<file path="config.mk">
export PLATFORM = sky130hd
export DESIGN_NAME = md_sequencer
export DESIGN_NICKNAME = d
export VERILOG_FILES = /design/src/rtl/md_sequencer_pkg.sv /design/src/rtl/md_sequencer.sv
export SDC_FILE = /design/constraint.sdc
export NUM_CORES = 1
export LEC_CHECK = 0
export ABC_AREA = 1
export CAP_MARGIN = 20
export CORE_UTILIZATION = 60
export CTS_CLUSTER_SIZE = 25
export DETAILED_ROUTE_END_ITERATION = 10
export DONT_BUFFER_PORTS = 1
export HOLD_SLACK_MARGIN = 0.12
export PLACE_DENSITY = 0.76
export SETUP_SLACK_MARGIN = 0.1
export SYNTH_ARGS = -nofsm -noshare
export SYNTH_HDL_FRONTEND = slang
export SYNTH_SLANG_ARGS = --single-unit
</file>
<file path="constraint.sdc">
create_clock -name clk -period 5.9 [get_ports clk]
set_input_delay 0.885 -clock clk [delete_from_list [all_inputs] [get_ports clk]]
set_output_delay 0.885 -clock clk [all_outputs]
set_load 0.05 [all_outputs]
</file>
<file path="src/rtl/md_sequencer_pkg.sv">
// Shared definitions for the iterative multiply/divide sequencer:
// ALU function codes, MD op codes, FSM states and the 64-bit negate helper.
package md_sequencer_pkg;

  localparam logic [4:0] AluNop = 5'd0;
  localparam logic [4:0] AluAdd = 5'd1;
  localparam logic [4:0] AluSub = 5'd2;

  typedef enum logic [1:0] {
    OpMultu = 2'd0,
    OpMult  = 2'd1,
    OpDivu  = 2'd2,
    OpDiv   = 2'd3
  } md_op_e;

  typedef enum logic [1:0] {
    StIdle = 2'd0,
    StPrep = 2'd1,
    StRun  = 2'd2,
    StFix  = 2'd3
  } md_state_e;

  function automatic logic [63:0] neg64(input logic [63:0] v);
    return ~v + 64'd1;
  endfunction

endpackage

</file>
<file path="src/rtl/md_sequencer.sv">
// Iterative MULT/MULTU/DIV/DIVU sequencer owning HI/LO; drives an external ALU
// one shift-add / restoring-divide step per cycle.
module md_sequencer
  import md_sequencer_pkg::*;
#(
  parameter int unsigned Iter = 32,
  parameter int unsigned CntW = 5
) (
  input  logic        clk,
  input  logic        reset,
  input  logic        start,
  input  logic [1:0]  op,
  input  logic [31:0] rs,
  input  logic [31:0] rt,
  input  logic        hi_we,
  input  logic        lo_we,
  input  logic [31:0] wdata,
  output logic [31:0] hi,
  output logic [31:0] lo,
  output logic        busy,
  output logic        done,
  output logic [31:0] alu_in1,
  output logic [31:0] alu_in2,
  output logic [4:0]  alu_ctrl,
  output logic        alu_sign,
  input  logic [31:0] alu_out
);

  md_state_e       state_q, state_d;
  md_op_e          op_q, op_d;
  logic [CntW-1:0] cnt_q, cnt_d;
  logic            sa_q, sa_d, sb_q, sb_d;
  // a: P_hi / remainder, b: P_lo / quotient, m: multiplicand / divisor
  logic [31:0]     a_q, a_d, b_q, b_d, m_q, m_d;
  logic [31:0]     hi_q, hi_d, lo_q, lo_d;
  logic            done_q, done_d;

  logic            is_div, sa_new, sb_new, carry, qb;
  logic [31:0]     mag_s, mag_t, sh;
  logic [63:0]     prod;

  always_comb begin
    state_d  = state_q;
    op_d     = op_q;
    cnt_d    = cnt_q;
    sa_d     = sa_q;
    sb_d     = sb_q;
    a_d      = a_q;
    b_d      = b_q;
    m_d      = m_q;
    hi_d     = hi_q;
    lo_d     = lo_q;
    done_d   = 1'b0;
    alu_in1  = 32'd0;
    alu_in2  = 32'd0;
    alu_ctrl = AluNop;

    is_div = op_q[1];
    sa_new = op_q[0] & b_q[31];
    sb_new = op_q[0] & m_q[31];
    mag_s  = sa_new ? -b_q : b_q;
    mag_t  = sb_new ? -m_q : m_q;
    sh     = {a_q[30:0], b_q[31]};
    carry  = 1'b0;
    qb     = 1'b0;
    prod   = {a_q, b_q};

    case (state_q)
      StIdle: begin
        if (start) begin
          state_d = StPrep;
          op_d    = md_op_e'(op);
          b_d     = rs;
          m_d     = rt;
        end else begin
          if (hi_we) hi_d = wdata;
          if (lo_we) lo_d = wdata;
        end
      end
      StPrep: begin
        sa_d    = sa_new;
        sb_d    = sb_new;
        a_d     = 32'd0;
        cnt_d   = '0;
        b_d     = is_div ? mag_s : mag_t;
        m_d     = is_div ? mag_t : mag_s;
        state_d = StRun;
      end
      StRun: begin
        cnt_d = cnt_q + 1'b1;
        if (cnt_q == CntW'(Iter - 1)) state_d = StFix;
        if (!is_div) begin
          alu_in1  = a_q;
          alu_in2  = m_q;
          alu_ctrl = AluAdd;
          carry    = alu_out < a_q;
          if (b_q[0]) {a_d, b_d} = {carry, alu_out, b_q[31:1]};
          else        {a_d, b_d} = {1'b0, a_q, b_q[31:1]};
        end else begin
          alu_in1  = sh;
          alu_in2  = m_q;
          alu_ctrl = AluSub;
          // R[31] set means the shifted remainder is >= 2^32, hence >= D
          qb       = a_q[31] | (sh >= m_q);
          a_d      = qb ? alu_out : sh;
          b_d      = {b_q[30:0], qb};
        end
      end
      StFix: begin
        state_d = StIdle;
        done_d  = 1'b1;
        if (!is_div) begin
          if (sa_q ^ sb_q) prod = neg64({a_q, b_q});
          {hi_d, lo_d} = prod;
        end else begin
          lo_d = (sa_q ^ sb_q) ? -b_q : b_q;
          hi_d = sa_q ? -a_q : a_q;
        end
      end
      default: state_d = StIdle;
    endcase
  end

  always_ff @(posedge clk) begin
    if (reset) begin
      state_q <= StIdle;
      op_q    <= OpMultu;
      cnt_q   <= '0;
      sa_q    <= 1'b0;
      sb_q    <= 1'b0;
      a_q     <= 32'd0;
      b_q     <= 32'd0;
      m_q     <= 32'd0;
      hi_q    <= 32'd0;
      lo_q    <= 32'd0;
      done_q  <= 1'b0;
    end else begin
      state_q <= state_d;
      op_q    <= op_d;
      cnt_q   <= cnt_d;
      sa_q    <= sa_d;
      sb_q    <= sb_d;
      a_q     <= a_d;
      b_q     <= b_d;
      m_q     <= m_d;
      hi_q    <= hi_d;
      lo_q    <= lo_d;
      done_q  <= done_d;
    end
  end

  assign hi       = hi_q;
  assign lo       = lo_q;
  assign busy     = (state_q != StIdle);
  assign done     = done_q;
  assign alu_sign = 1'b0;

endmodule
</file>
==> impl_metrics.yaml <==
sta:
  period_share_pct: 65.7
  slew_headroom_pct: 28.5
  skew_ns: 0.0185
  tightest_slew_ns: 1.07
  final_hold_viol_count: 0
  final.min_clock_period_ns: 3.88
  fin_setup_tns_ns: 0
  grt_setup_unrepaired: "no"
  setup_viol: 0
  maxClockFrequency_mhz: 258
  drv_slew: 0
setup_path:
  cp-startpoint: "op_q[1]$_SDFFE_PP0P_"
  crit_chain: "inv_2, nand2_2, inv_2, buf_4"
  path_common_cell: "inv_2"
  cp.arrival_ns: 2.99
  cp_slowest_cell: "inv_2"
  start_kind: "register"
  worst-path-max-fanout: 37
  r2r_start: "state_q[1]$_SDFFE_PP0P_"
  crit_path_max_incr_delay_ns: 0.75
  cp.required_ns: 5.02
  crit_type: "register to output port"
  endpoint_kind: "output port"
finish:
  fillers: 2475
  register_area_um2: 3440
  final_common_cell: "nand2_1"
  finalNonFillerCells: 2856
  layout_common_cells: "nand2_1, inv_1, o21ai_0"
  area_delta_synth_final_pct: 4.19
  multi_input_area_um2: 10400
  layout-drive-gt1-share_pct: 7.18
  layout.nets: 2714
  finalInstanceArea_um2: 16400
clocking:
  ctsHoldBuffers: 0
  root_buffer: "clkbuf_16"
  clk_path_buf_depth: 2
  tritoncts: "yes"
  cts_buffers: 17
  clock_latency_ns: 0.46
  cts_resized: 0
  cts_num_sinks: 172
  cts.htree.levels: 4
  clk_pin_slew_ns: 0.07
  cts_setup_buffers: 0
yosys:
  syn_inst: 2605
  async_flop_share_pct: 0
  synth_ff_type: "dfxtp_1"
  synth_cell_type_count: 55
  synth_edf_count: 0
  yosysWarnings: 0
  synth_seq_cells: 172
  synth_area_um2: 15700
  ys_seq_area_share_pct: 21.9
  postSynthAreaPerCell_um2: 6.03
min_path:
  min_from: "cnt_q[4]$_SDFFE_PP0N_"
  hold_class: "register to register"
drt:
  first_iter_violations: 3021
  post-route-drc-count: 0
  drt_wl_total_mm: 65.4
  drtPass1Iterations: 7
  vias: 18700
  via_per_inst: 6.55
  ant_nets: 0
  drt-wirelength-per-cell_um: 22.9
flow_run:
  drv_cap: 0
grt:
  grt_usage_pct: 47.4
  grt_pass1_vias: 16200
  grt_pass1_wl_mm: 95.5
  grt_max_degree: 105
  antenna_found_initial: 7
  grt-ovfl-total: 0
floorplanning:
  ios: 271
  die_w_um: 164
  fp.dieArea_um2: 26900
  rows: 58
  coreArea_um2: 25500
  die_h_um: 164
  start_util_pct: 61.7
place:
  placed_area_um2: 15700
  hpwl_mm: 48.0
  place.gp.congestion: 1.05
  dp_cells: 2817
  port_buffers: 0
run_status:
  status: "finished clean"
power_and_ir_drop:
  peakVddDrop_v: 0.000529
  power_leakage_nw: 7.31
  powerDensity_nw_per_um2: 681
[area by class of cell]
cell class	count	area share (%)
multi-input cells	1979	63.6
flip-flops and latches	172	21.0
inverters	284	6.52
clock buffers	19	2.77
repair buffers	53	2.55
well taps	330	2.52
clock inverters	13	0.924
diodes	6	0.0917
[logic make-up after synthesis]
logic type | Yosys count | share of synthesized area, %
fa+ha+maj | 72 | 5.73
other cells | 1 | 0.0239
buf+inv | 457 | 12.0
compound gates | 710 | 26.2
xor+xnor | 52 | 2.94
simple gates | 1141 | 31.2
flops | 172 | 21.9
[registers in the layout, summed over array words and instances (netlist names)]
signal / flops
a_q: 32
b_q: 32
cnt_q: 5
done: 1
hi: 32
lo: 32
m_q: 32
op_q: 2
sa_q: 1
sb_q: 1
state_q: 2
[where the power goes]
group	switching [mW]	total (mW)	internal, mW
Clock	0.594	1.22	0.626
Combinational	5.07	7.15	2.08
Sequential	1.22	2.78	1.56
[through the flow]
stage / power [mW] / setup WS (ns) / utilization, % / hold slack, ns
3_5_place_dp: 9.51 / 2.66 / 61.8 / 0.458
3_3_place_gp: 9.35 / 2.73 / 61.8 / 0.453
6_report: 11.2 / 2.02 / 64.3 / 0.476
2_1_floorplan: 7.74 / 3.13 / - / 0.450
4_1_cts: 10.7 / 2.19 / 64.1 / 0.468
5_1_grt: 11.9 / 1.95 / 64.3 / 0.492
[worst max-delay path, delay by kind of cell, from the launching register on]
kind	cells	cell delay, ns
buf+inv	3	1.60
flops	1	0.33
simple gates	1	0.59
[per-layer routing]
layer / track usage [%] / wire [um] / up-vias
li1: - / - / 8553
met1: 61.4 / 24400 / 8433
met2: 68.0 / 26600 / 1478
met3: 16.9 / 10600 / 250
met4: 25.5 / 3790 / 2
met5: 0 / 8 / -
[final timing paths]
| check | endpoint | slack, ns | cells after the start |
|---|---|---|---|
| worst max-delay path | alu_ctrl[0] | 2.02 | 4 |
| worst min register to register | cnt_q[4]$_SDFFE_PP0N_ | 0.48 | 2 |
| worst max register to register | b_q[6]$_SDFFE_PP0P_ | 2.71 | 8 |
| worst min-delay path | cnt_q[4]$_SDFFE_PP0N_ | 0.48 | 2 |
[synthesized netlist by cell type, types with 35 or more instances]
cell / count / share of area (%)
inv_1: 258 / 6.2
buf_2: 40 / 1.3
clkbuf_1: 100 / 2.4
nor2_1: 213 / 5.1
dfxtp_1: 172 / 22
a21oi_1: 233 / 7.4
ha_1: 72 / 5.7
nand3_1: 181 / 5.8
nand2_1: 637 / 15
o22ai_1: 35 / 1.4
a31oi_1: 39 / 1.6
o211ai_1: 98 / 4.7
xor2_1: 47 / 2.6
o21ai_0: 234 / 7.4
Power figures use the tool's default switching activity.
